**src/rtl/mc_control_fsm_pkg.sv**
```systemverilog
`default_nettype none
// ============================================================================
// Module   : ctrl_pkg
// Purpose  : State, opcode and datapath-select encodings shared by the
//            multicycle control FSM, its wait timer and its bus interface.
// Revision : 1.0 - initial release
// ============================================================================
package ctrl_pkg;

  // Debug-visible state encoding (state_o carries these values).
  typedef enum logic [3:0] {
    S_FETCH    = 4'd0,
    S_DECODE   = 4'd1,
    S_MEMADR   = 4'd2,
    S_MEMRD    = 4'd3,
    S_MEMWB    = 4'd4,
    S_MEMWR    = 4'd5,
    S_EXEC_R   = 4'd6,
    S_EXEC_I   = 4'd7,
    S_ALUWB    = 4'd8,
    S_BRANCH   = 4'd9,
    S_JALR_ADR = 4'd10,
    S_JUMP_WB  = 4'd11,
    S_UPPER    = 4'd12,
    S_TRAP     = 4'd13
  } state_e;

  // RV32I major opcodes (instruction[6:0]).
  localparam logic [6:0] OP_R      = 7'b0110011;
  localparam logic [6:0] OP_I      = 7'b0010011;
  localparam logic [6:0] OP_LOAD   = 7'b0000011;
  localparam logic [6:0] OP_STORE  = 7'b0100011;
  localparam logic [6:0] OP_BRANCH = 7'b1100011;
  localparam logic [6:0] OP_JAL    = 7'b1101111;
  localparam logic [6:0] OP_JALR   = 7'b1100111;
  localparam logic [6:0] OP_LUI    = 7'b0110111;
  localparam logic [6:0] OP_AUIPC  = 7'b0010111;

  // Write-back source.
  localparam logic [1:0] MTR_ALUOUT = 2'b00;
  localparam logic [1:0] MTR_MDR    = 2'b01;
  localparam logic [1:0] MTR_PC     = 2'b10;

  // ALU operand A.
  localparam logic [1:0] SRCA_PC     = 2'b00;
  localparam logic [1:0] SRCA_RS1    = 2'b01;
  localparam logic [1:0] SRCA_OLDPC  = 2'b10;
  localparam logic [1:0] SRCA_ZERO   = 2'b11;

  // ALU operand B.
  localparam logic [1:0] SRCB_RS2  = 2'b00;
  localparam logic [1:0] SRCB_FOUR = 2'b01;
  localparam logic [1:0] SRCB_IMM  = 2'b10;

  // PC source.
  localparam logic [1:0] PCSRC_ALU    = 2'b00;
  localparam logic [1:0] PCSRC_ALUOUT = 2'b01;

  // ALU operation class.
  localparam logic [1:0] ALU_ADD    = 2'b00;
  localparam logic [1:0] ALU_BRANCH = 2'b01;
  localparam logic [1:0] ALU_RFUNCT = 2'b10;
  localparam logic [1:0] ALU_IFUNCT = 2'b11;

  // Trap cause.
  localparam logic [1:0] CAUSE_NONE    = 2'b00;
  localparam logic [1:0] CAUSE_ILLEGAL = 2'b01;
  localparam logic [1:0] CAUSE_TIMEOUT = 2'b10;

  // Moore control word for one state.
  typedef struct packed {
    logic       pc_write;
    logic       pc_write_cond;
    logic       reg_write;
    logic       mem_read;
    logic       mem_write;
    logic       ir_write;
    logic       iord;
    logic [1:0] memto_reg;
    logic [1:0] alu_src_a;
    logic [1:0] alu_src_b;
    logic [1:0] pc_source;
    logic [1:0] alu_op;
    logic       trap;
  } ctrl_t;

  // Control word asserted while in state s. FETCH carries pc_write/ir_write
  // unconditionally here; the top gates them with mem_ready.
  function automatic ctrl_t decode_ctrl(input state_e s, input logic is_lui);
    ctrl_t c;
    c = '0;
    case (s)
      S_FETCH: begin
        c.mem_read  = 1'b1;
        c.pc_write  = 1'b1;
        c.ir_write  = 1'b1;
        c.alu_src_a = SRCA_PC;
        c.alu_src_b = SRCB_FOUR;
        c.alu_op    = ALU_ADD;
        c.pc_source = PCSRC_ALU;
      end
      S_DECODE: begin
        c.alu_src_a = SRCA_OLDPC;
        c.alu_src_b = SRCB_IMM;
        c.alu_op    = ALU_ADD;
      end
      S_MEMADR, S_JALR_ADR: begin
        c.alu_src_a = SRCA_RS1;
        c.alu_src_b = SRCB_IMM;
        c.alu_op    = ALU_ADD;
      end
      S_MEMRD: begin
        c.mem_read = 1'b1;
        c.iord     = 1'b1;
      end
      S_MEMWB: begin
        c.reg_write = 1'b1;
        c.memto_reg = MTR_MDR;
      end
      S_MEMWR: begin
        c.mem_write = 1'b1;
        c.iord      = 1'b1;
      end
      S_EXEC_R: begin
        c.alu_src_a = SRCA_RS1;
        c.alu_src_b = SRCB_RS2;
        c.alu_op    = ALU_RFUNCT;
      end
      S_EXEC_I: begin
        c.alu_src_a = SRCA_RS1;
        c.alu_src_b = SRCB_IMM;
        c.alu_op    = ALU_IFUNCT;
      end
      S_ALUWB: begin
        c.reg_write = 1'b1;
        c.memto_reg = MTR_ALUOUT;
      end
      S_BRANCH: begin
        c.alu_src_a     = SRCA_RS1;
        c.alu_src_b     = SRCB_RS2;
        c.alu_op        = ALU_BRANCH;
        c.pc_write_cond = 1'b1;
        c.pc_source     = PCSRC_ALUOUT;
      end
      S_JUMP_WB: begin
        c.pc_write  = 1'b1;
        c.pc_source = PCSRC_ALUOUT;
        c.reg_write = 1'b1;
        c.memto_reg = MTR_PC;
      end
      S_UPPER: begin
        c.alu_src_a = is_lui ? SRCA_ZERO : SRCA_OLDPC;
        c.alu_src_b = SRCB_IMM;
        c.alu_op    = ALU_ADD;
      end
      S_TRAP: c.trap = 1'b1;
      default: c = '0;
    endcase
    return c;
  endfunction

endpackage
`default_nettype wire

```
**src/rtl/mc_control_fsm_if.sv**
```systemverilog
`default_nettype none
// ============================================================================
// Module   : mc_control_fsm_if
// Purpose  : Instruction/memory-handshake inputs and datapath control outputs
//            of the multicycle control FSM.
// Revision : 1.0 - initial release
// ============================================================================
interface mc_control_fsm_if;

  logic [31:0] instruction;
  logic        mem_ready;
  logic        pc_write;
  logic        pc_write_cond;
  logic        reg_write;
  logic        mem_read;
  logic        mem_write;
  logic        ir_write;
  logic        iord;
  logic [1:0]  memto_reg;
  logic [1:0]  alu_src_a;
  logic [1:0]  alu_src_b;
  logic [1:0]  pc_source;
  logic [1:0]  alu_op;
  logic        trap;
  logic [1:0]  trap_cause;
  logic [3:0]  state_o;

  // Controller side.
  modport master (
    input  instruction, mem_ready,
    output pc_write, pc_write_cond, reg_write, mem_read, mem_write,
           ir_write, iord, memto_reg, alu_src_a, alu_src_b, pc_source,
           alu_op, trap, trap_cause, state_o
  );

  // Datapath / memory side.
  modport slave (
    output instruction, mem_ready,
    input  pc_write, pc_write_cond, reg_write, mem_read, mem_write,
           ir_write, iord, memto_reg, alu_src_a, alu_src_b, pc_source,
           alu_op, trap, trap_cause, state_o
  );

endinterface
`default_nettype wire

```
**src/rtl/mc_control_fsm_mem_wait_timer.sv**
```systemverilog
`default_nettype none
// ============================================================================
// Module   : mem_wait_timer
// Purpose  : Counts consecutive memory wait cycles and flags the cycle in
//            which the count reaches MEM_TIMEOUT with mem_ready still low.
// Revision : 1.0 - initial release
// ============================================================================
module mem_wait_timer #(
  parameter int MEM_TIMEOUT = 15
) (
  input  logic clk,
  input  logic rst,
  input  logic wait_state,   // FSM is in FETCH, MEMRD or MEMWR
  input  logic mem_ready,
  output logic timeout
);

  localparam int CNT_W = ($clog2(MEM_TIMEOUT + 1) > 1) ? $clog2(MEM_TIMEOUT + 1) : 1;
  localparam logic [CNT_W-1:0] CNT_MAX = {CNT_W{1'b1}};

  logic [CNT_W-1:0] cnt_d, cnt_q;
  logic             waiting;

  assign waiting = wait_state & ~mem_ready;

  // Count while stalled; any completed transfer or non-wait state clears,
  // so each wait state is entered with a zero count.
  always_comb begin
    cnt_d = '0;
    if (waiting) begin
      cnt_d = (cnt_q == CNT_MAX) ? cnt_q : cnt_q + 1'b1;
    end
  end

  // Wait-cycle counter register.
  always_ff @(posedge clk or posedge rst) begin
    if (rst) begin
      cnt_q <= '0;
    end else begin
      cnt_q <= cnt_d;
    end
  end

  // This cycle would be wait number MEM_TIMEOUT: trap instead of waiting on.
  if (MEM_TIMEOUT == 0) begin : g_no_timeout
    assign timeout = 1'b0;
  end else begin : g_timeout
    localparam logic [CNT_W-1:0] LIMIT = CNT_W'(MEM_TIMEOUT - 1);
    assign timeout = waiting & (cnt_q == LIMIT);
  end

endmodule
`default_nettype wire

```
**src/rtl/mc_control_fsm.sv**
```systemverilog
`default_nettype none
// ============================================================================
// Module   : mc_control_fsm
// Purpose  : Multicycle RV32I control FSM with mem_ready handshake, memory
//            wait timeout, illegal-opcode trap and optional LUI/AUIPC.
// Revision : 1.0 - initial release
// ============================================================================
module mc_control_fsm
  import ctrl_pkg::*;
#(
  parameter int MEM_TIMEOUT  = 15,
  parameter bit ENABLE_UPPER = 1'b1
) (
  input  logic               clk,
  input  logic               rst,
  mc_control_fsm_if.master   bus
);

  state_e     state_d, state_q;
  logic [1:0] cause_d, cause_q;
  ctrl_t      ctrl_d, ctrl_q;
  ctrl_t      ctrl_out;
  logic [6:0] opcode;
  logic       wait_state;
  logic       timeout;

  assign opcode     = bus.instruction[6:0];
  assign wait_state = (state_q == S_FETCH) || (state_q == S_MEMRD) || (state_q == S_MEMWR);

  mem_wait_timer #(
    .MEM_TIMEOUT (MEM_TIMEOUT)
  ) u_mem_wait_timer (
    .clk        (clk),
    .rst        (rst),
    .wait_state (wait_state),
    .mem_ready  (bus.mem_ready),
    .timeout    (timeout)
  );

  // Next-state and trap-cause selection; mem_ready wins over timeout.
  always_comb begin
    state_d = state_q;
    cause_d = cause_q;
    case (state_q)
      S_FETCH: begin
        if (bus.mem_ready) begin
          state_d = S_DECODE;
        end else if (timeout) begin
          state_d = S_TRAP;
          cause_d = CAUSE_TIMEOUT;
        end
      end
      S_DECODE: begin
        case (opcode)
          OP_R:               state_d = S_EXEC_R;
          OP_I:               state_d = S_EXEC_I;
          OP_LOAD, OP_STORE:  state_d = S_MEMADR;
          OP_BRANCH:          state_d = S_BRANCH;
          OP_JAL:             state_d = S_JUMP_WB;
          OP_JALR:            state_d = S_JALR_ADR;
          OP_LUI, OP_AUIPC: begin
            if (ENABLE_UPPER) begin
              state_d = S_UPPER;
            end else begin
              state_d = S_TRAP;
              cause_d = CAUSE_ILLEGAL;
            end
          end
          default: begin
            state_d = S_TRAP;
            cause_d = CAUSE_ILLEGAL;
          end
        endcase
      end
      S_MEMADR: state_d = (opcode == OP_STORE) ? S_MEMWR : S_MEMRD;
      S_MEMRD: begin
        if (bus.mem_ready) begin
          state_d = S_MEMWB;
        end else if (timeout) begin
          state_d = S_TRAP;
          cause_d = CAUSE_TIMEOUT;
        end
      end
      S_MEMWB: state_d = S_FETCH;
      S_MEMWR: begin
        if (bus.mem_ready) begin
          state_d = S_FETCH;
        end else if (timeout) begin
          state_d = S_TRAP;
          cause_d = CAUSE_TIMEOUT;
        end
      end
      S_EXEC_R, S_EXEC_I, S_UPPER: state_d = S_ALUWB;
      S_ALUWB, S_BRANCH, S_JUMP_WB: state_d = S_FETCH;
      S_JALR_ADR: state_d = S_JUMP_WB;
      S_TRAP:     state_d = S_TRAP;
      default:    state_d = S_FETCH;
    endcase
    // IR is stable for the whole instruction, so LUI vs AUIPC can be
    // resolved one cycle early for the registered control word.
    ctrl_d = decode_ctrl(state_d, opcode == OP_LUI);
  end

  // State, trap cause and the registered Moore control word.
  always_ff @(posedge clk or posedge rst) begin
    if (rst) begin
      state_q <= S_FETCH;
      cause_q <= CAUSE_NONE;
      ctrl_q  <= decode_ctrl(S_FETCH, 1'b0);
    end else begin
      state_q <= state_d;
      cause_q <= cause_d;
      ctrl_q  <= ctrl_d;
    end
  end

  // Final outputs: FETCH strobes wait for mem_ready, reset forces all low.
  always_comb begin
    ctrl_out = ctrl_q;
    if ((state_q == S_FETCH) && !bus.mem_ready) begin
      ctrl_out.pc_write = 1'b0;
      ctrl_out.ir_write = 1'b0;
    end
    if (rst) begin
      ctrl_out = '0;
    end
  end

  assign bus.pc_write      = ctrl_out.pc_write;
  assign bus.pc_write_cond = ctrl_out.pc_write_cond;
  assign bus.reg_write     = ctrl_out.reg_write;
  assign bus.mem_read      = ctrl_out.mem_read;
  assign bus.mem_write     = ctrl_out.mem_write;
  assign bus.ir_write      = ctrl_out.ir_write;
  assign bus.iord          = ctrl_out.iord;
  assign bus.memto_reg     = ctrl_out.memto_reg;
  assign bus.alu_src_a     = ctrl_out.alu_src_a;
  assign bus.alu_src_b     = ctrl_out.alu_src_b;
  assign bus.pc_source     = ctrl_out.pc_source;
  assign bus.alu_op        = ctrl_out.alu_op;
  assign bus.trap          = ctrl_out.trap;
  assign bus.trap_cause    = rst ? CAUSE_NONE : cause_q;
  assign bus.state_o       = rst ? 4'd0 : state_q;

endmodule
`default_nettype wire
```
**src/flat_wrapper.sv**
```systemverilog
// flat-port wrapper written by rule: the top's interface ports become plain ports
module mc_control_fsm_flat import ctrl_pkg::*;
#(
  parameter int MEM_TIMEOUT  = 15,
  parameter bit ENABLE_UPPER = 1'b1
)
  (clk, rst, bus_instruction, bus_mem_ready, bus_pc_write, bus_pc_write_cond, bus_reg_write, bus_mem_read, bus_mem_write, bus_ir_write, bus_iord, bus_memto_reg, bus_alu_src_a, bus_alu_src_b, bus_pc_source, bus_alu_op, bus_trap, bus_trap_cause, bus_state_o);
  mc_control_fsm_if bus_i ();
  input  logic clk;
  input  logic rst;
  input wire logic [$bits(bus_i.instruction)-1:0] bus_instruction;
  input wire logic [$bits(bus_i.mem_ready)-1:0] bus_mem_ready;
  output wire logic [$bits(bus_i.pc_write)-1:0] bus_pc_write;
  output wire logic [$bits(bus_i.pc_write_cond)-1:0] bus_pc_write_cond;
  output wire logic [$bits(bus_i.reg_write)-1:0] bus_reg_write;
  output wire logic [$bits(bus_i.mem_read)-1:0] bus_mem_read;
  output wire logic [$bits(bus_i.mem_write)-1:0] bus_mem_write;
  output wire logic [$bits(bus_i.ir_write)-1:0] bus_ir_write;
  output wire logic [$bits(bus_i.iord)-1:0] bus_iord;
  output wire logic [$bits(bus_i.memto_reg)-1:0] bus_memto_reg;
  output wire logic [$bits(bus_i.alu_src_a)-1:0] bus_alu_src_a;
  output wire logic [$bits(bus_i.alu_src_b)-1:0] bus_alu_src_b;
  output wire logic [$bits(bus_i.pc_source)-1:0] bus_pc_source;
  output wire logic [$bits(bus_i.alu_op)-1:0] bus_alu_op;
  output wire logic [$bits(bus_i.trap)-1:0] bus_trap;
  output wire logic [$bits(bus_i.trap_cause)-1:0] bus_trap_cause;
  output wire logic [$bits(bus_i.state_o)-1:0] bus_state_o;
  assign bus_i.instruction = bus_instruction;
  assign bus_i.mem_ready = bus_mem_ready;
  assign bus_pc_write = bus_i.pc_write;
  assign bus_pc_write_cond = bus_i.pc_write_cond;
  assign bus_reg_write = bus_i.reg_write;
  assign bus_mem_read = bus_i.mem_read;
  assign bus_mem_write = bus_i.mem_write;
  assign bus_ir_write = bus_i.ir_write;
  assign bus_iord = bus_i.iord;
  assign bus_memto_reg = bus_i.memto_reg;
  assign bus_alu_src_a = bus_i.alu_src_a;
  assign bus_alu_src_b = bus_i.alu_src_b;
  assign bus_pc_source = bus_i.pc_source;
  assign bus_alu_op = bus_i.alu_op;
  assign bus_trap = bus_i.trap;
  assign bus_trap_cause = bus_i.trap_cause;
  assign bus_state_o = bus_i.state_o;
  mc_control_fsm #(.MEM_TIMEOUT(MEM_TIMEOUT), .ENABLE_UPPER(ENABLE_UPPER)) u_core (.clk(clk), .rst(rst), .bus(bus_i));
endmodule
```
**config.mk**
```make
export PLATFORM = sky130hd
export DESIGN_NAME = mc_control_fsm_flat
export DESIGN_NICKNAME = d
export VERILOG_FILES = /design/src/rtl/mc_control_fsm_pkg.sv /design/src/rtl/mc_control_fsm_if.sv /design/src/rtl/mc_control_fsm_mem_wait_timer.sv /design/src/rtl/mc_control_fsm.sv /design/src/flat_wrapper.sv
export SDC_FILE = /design/constraint.sdc
export NUM_CORES = 1
export LEC_CHECK = 0
export ABC_AREA = 1
export CORE_MARGIN = 5
export CORE_UTILIZATION = 48
export CTS_CLUSTER_SIZE = 30
export DETAILED_ROUTE_END_ITERATION = 7
export GPL_TIMING_DRIVEN = 0
export PLACE_DENSITY = 0.85
export SLEW_MARGIN = 20
export SYNTH_ARGS = -nofsm -noshare
export SYNTH_HDL_FRONTEND = slang
export SYNTH_SLANG_ARGS = --single-unit
```
**constraint.sdc**
```tcl
create_clock -name clk -period 3.2 [get_ports clk]
set_input_delay 0.48 -clock clk [delete_from_list [all_inputs] [get_ports clk]]
set_output_delay 0.48 -clock clk [all_outputs]
set_load 0.02 [all_outputs]
```
# [After elaboration in Yosys (flattened, before gate mapping)]
# Index checks and enable logic that the tools add are counted.
# W data, S select, Z words.
[totals] regBits=27 input_bits=35 out_inout_bits=24 elab_cells=108
[op_classes] n_addsub=1 n_eq_ne=37 mux=31 n_bitwise=3 n_reduce_logical=20
[ops] operator="$eq A4 B4 Y1 const B" count=11
[ops] operator="$pmux W4 S8" count=1
[ops] operator="$eq A4 B3 Y1 const B" count=7
[ops] operator="$mux W4" count=7
[ops] operator="$pmux W4 S7" count=1
[ops] operator="$eq A7 B6 Y1 const B" count=3
[ops] operator="$eq A7 B7 Y1 const B" count=3
[ops] operator="$pmux W4 S5" count=1
[ops] operator="$mux W18" count=1
[ops] operator="$eq A4 B2 Y1 const B" count=4
[ops] operator="$eq A7 B5 Y1 const B" count=2
[ops] operator="$reduce_or A2 Y1" count=7
[ops] operator="$mux W1" count=12
[ops] operator="$reduce_or A3 Y1" count=4
[ops] operator="$reduce_or A9 Y1" count=1
[ops] operator="$eq A4 B1 Y1 const B" count=2
[ops] operator="$logic_not A4 Y1" count=2
[ops] operator="$mux W2" count=4
[ops] operator="$pmux W2 S2" count=2
[ops] operator="$eq A7 B2 Y1 const B" count=1
[ops] operator="$ne A2 B2 Y1 const B" count=3
[ops] operator="$pmux W2 S3" count=1
[ops] operator="$add A4 B1 Y4 const B" count=1
[ops] operator="$reduce_and A4 Y1" count=1
[ops] operator="8 further kinds" count=10

# [Longest topological paths before layout]
[logic_depth] depth_word=11 mapped_depth=13 depth_no_buf=13

# [Cells and area by module]
# Synthesis repeated with hierarchy kept, for this count alone.
[hier_totals] cells_unflattened=249 hier_area_um2=1868.0
[modules_own_cells] mod="mc_control_fsm" instances=1 cells_each=216 area_each_um2=1620.3 seq_area_each_um2=580.6
[modules_own_cells] mod="mem_wait_timer" instances=1 cells_each=33 area_each_um2=247.7 seq_area_each_um2=100.1

# [Worst setup path before layout]
# Ideal clock, no wire load.
[synth_timing] path_kind="input-to-output" startpoint="in rst" endpoint="out bus_ir_write" arrival_time_ps=1636 required_time_ps=2720 path_slack_ps=1084 stages=3 cell_sequence="inv_1 o21ai_0 nor2_1"
[synth_via] elab_chain_len=1
[synth_rtl] item="start: declaration" line="flat_wrapper.sv:10" text="input logic rst;"
[synth_rtl] item="$mux W18" line="mc_control_fsm.sv:124" text="if (rst) begin"
[synth_rtl] item="end: declaration" line="flat_wrapper.sv:18" text="output wire logic [$bits(bus_i.ir_write)-1:0] bus_ir_write;"
# Every way passes these cells.

# [Final worst setup path]
[layout_timing] startpoint="in rst" endpoint="out bus_pc_write"
[layout_via] elab_chain_len=1
[layout_rtl] item="$mux W18" line="mc_control_fsm.sv:124"
[layout_rtl] item="end: declaration" line="flat_wrapper.sv:13" text="output wire logic [$bits(bus_i.pc_write)-1:0] bus_pc_write;"
# Every way passes these cells.

==> qor.yml <==
setup_path:
  worstPathRequired_ps: 2720
  setup.worst_path.class: "in2out"
  r2r_start: "u_core.state_q[2]"
  worst_r2r_path_depth: 12
  cp-end-kind: "output port"
  crit_path_frequent_cell: "clkdlybuf4s50_1"
  crit_slowest_cell: "clkdlybuf4s50_1"
  slowest_delay_ps: 610
  crit_chain: "clkdlybuf4s50_1, clkinvlp_4, o21ai_0, nor2_1, clkdlybuf4s50_1"
  cp.arrival_ps: 2290
  timing.reg2reg.setup_slack_ps: 1320
  crit_fanout: 14
  worstSetupStartpointType: "input pin"
  r2r_end: "u_core.ctrl_q[7]"
detailed_routing:
  drt_first_iter_violations: 52
  detail-route-antenna-nets: 0
  drt-wirelength-per-cell_um: 10.9
  drc: 0
  via_per_inst: 4.62
  vias: 1417
  wirelength_um: 3360
  dr.pass1.iters: 4
synth:
  synthArstFlopShare_pct: 100
  synth_area_leaders: "dfrtp_1 35%, nor2_1 12%, inv_1 10%, nand2_1 8.8%, dfstp_2 6.5%"
  synth_top_family_by_area: "simple AND/OR/NAND/NOR gates"
  synth-compound-area-share_pct: 4.69
  synthCells: 224
  synth_cell_type_count: 30
  synth-edff-count: 0
  postSynthNetCount: 261
  synth.yosys.seq_area_share_pct: 41.8
  yosys.area.top_type: "dfrtp_1"
  ys_ff_latch: 27
  synth_area_um2: 1630
  synthSimpleGateAreaFrac_pct: 38.5
  synth_xor_area_share_pct: 0.538
  yosysWarningCount: 0
  synth_top_area_share_pct: 35.4
  syn_area_per_cell_um2: 7.26
  synthMuxAreaShare_pct: 0.692
  synthAdderAreaFrac_pct: 1.54
  synth_flop_cell: "dfrtp_1"
cts:
  cts_setup_buffers: 0
  worstSkewPairLatency_ps: 330
  root_buffer: "clkbuf_4"
  clock_path_buffers: 2
  clk_pin_slew_ps: 150
  clock-sinks: 27
  h-tree-depth: 1
  numCtsBuffers: 3
  cts_tree: "done"
pwr:
  internal_power_uw: 812
  p_comb_share_pct: 54.8
  power_frac_clock_pct: 9.9
  swShare_pct: 45.4
  seqPwrFrac_pct: 35.3
  vdd_drop_max_v: 0.000392
  netSwitchingPower_uw: 675
  cellPowerDensity_nw_per_um2: 729
  p_leak_uw: 0.00105
floorplanning:
  std_cell_rows: 21
  die_area_um2: 4650
  die_x_um: 68.2
  die_h_um: 68.2
  io_pins: 59
  start_util_pct: 49.1
  fp.coreArea_um2: 3310
global_routing:
  grt_max_degree: 29
  grt_pass1_wl_um: 5670
  global_route.usage.met1_pct: 17.5
  antenna_found_initial: 0
  grt.busiest_layer: "met2"
  grtUsageMet2_pct: 31.2
  use_met3_pct: 2.63
  grt_usage_pct: 16.0
  grt_pass1_vias: 1419
  grt_overflow: 0
place:
  place_area_um2: 2000
  gp_congestion: 0.859
  io_buffers: 32
  hpwl_um: 2670
finish:
  postLayoutCellArea_um2: 2040
  layout_common_cells: "54 x nor2_1, 43 x inv_1, 38 x nand2_1, 32 x clkdlybuf4s50_1, 23 x dfrtp_1"
  drive_above_1_share_pct: 12.3
  final_common_cell: "nor2_1"
  nFillCells: 312
  diodes: 0
  multi_input_area_um2: 751
  regArea_um2: 681
  finalNetCount: 299
  area_delta_synth_final_pct: 25.4
timing:
  skew_ps: 14.5
  rsz0062_at_grt: "false"
  period_minus_slack_ps: 2770
  timing.fmax_mhz: 361
  fin_crit_sh_pct: 86.5
  finalSetupViolations: 0
  hold_viol_final: 0
  holdWs_ps: 514
  tns_ps: 0
  drv_slew: 0
  tightest_slew_ps: 595
  max-slew-margin-rel_pct: 60.1
outcome:
  status: "completed"
hold_path:
  hold_path_end: "u_core.cause_q[0]"
  hold_class: "reg2reg"
  min_from: "u_core.cause_q[0]"
  whs_path_depth: 2
flow_run:
  drv_cap: 0
## flip-flops by register name, indices dropped and copies added, names as in the netlist
register                       cells
u_core.cause_q                     2
u_core.state_q                     4
u_core.ctrl_q                     17
u_core.u_mem_wait_timer.cnt_q      4
## synthesized netlist by cell type, types with 2 or more instances
cell type	number
a21boi_0	2
a21oi_1	4
clkbuf_1	2
dfrtp_1	23
dfstp_2	4
ha_1	2
inv_1	44
nand2_1	38
nand2_4	4
nand3_1	14
nand3_2	3
nand4_1	3
nor2_1	54
nor2_2	5
nor3_1	2
nor3_2	2
o21ai_0	5
## power by group through the flow
| stage | clock network (uW) | registers, uW | logic (uW) |
|---|---|---|---|
| final | 147 | 525 | 815 |
| after global routing | 162 | 541 | 930 |
| after CTS | 151 | 526 | 819 |
| after detailed placement | 0 | 533 | 813 |
| after global placement | 0 | 527 | 794 |
| after floorplan | 0 | 515 | 602 |
## what timing repair did
| item | in CTS | in global routing |
|---|---|---|
| setup endpoints to repair | 2 | 1 |
| hold buffers | 0 | 0 |
| resized for setup | 1 | 0 |
| gates cloned | 0 | 1 |
| hold endpoints to repair | 0 | 0 |
## worst max-delay path, delay by kind of cell
| family | cells | cell delay [ps] |
|---|---|---|
| simple gates | 1 | 70 |
| buf+inv | 3 | 1510 |
| compound gates | 1 | 220 |
## cell type report
| class | instances | area share [%] |
|---|---|---|
| plain buffers | 4 | 1.29 |
| clock buffers | 4 | 1.29 |
| inverters | 45 | 8.47 |
| multi-input cells | 148 | 36.8 |
| flip-flops and latches | 27 | 33.4 |
| well taps | 46 | 2.82 |
| repair buffers | 32 | 15.7 |
| repair inverters | 1 | 0.245 |
## cell families (layout without fill, tap and decap cells)
group	Yosys count	in the layout
simple gates	130	130
buf+inv	49	86
flops	27	27
compound gates	13	13
fa+ha+maj	2	2
other cells	1	1
xor+xnor	1	1
mux	1	1
## worst max path at each step
stage                     depth (start not counted)  start           end
after global routing                              5    rst  bus_pc_write
after global placement                            5    rst  bus_pc_write
after CTS                                         5    rst  bus_pc_write
after floorplan                                   3    rst  bus_ir_write
final                                             5    rst  bus_pc_write
after detailed placement                          5    rst  bus_ir_write
## stage by stage
step / util, % / std cells / setup WS (ps) / power (uW)
global placement: 60.5 / 302 / -88.2 / 1320
floorplan: - / 224 / 1080 / 1120
CTS: 61.5 / 306 / 203 / 1500
global route: 61.6 / 307 / 260 / 1630
finish: 61.6 / 307 / 433 / 1490
detailed placement: 60.5 / 302 / -60.7 / 1350
## layer usage
metal / vias up / wire length [um]
met2: 28 / 1710
met3: 4 / 116
li1: 747 / -
met4: 0 / 32
met1: 638 / 1510
met5: - / 0
Power figures use the tool's default switching activity.
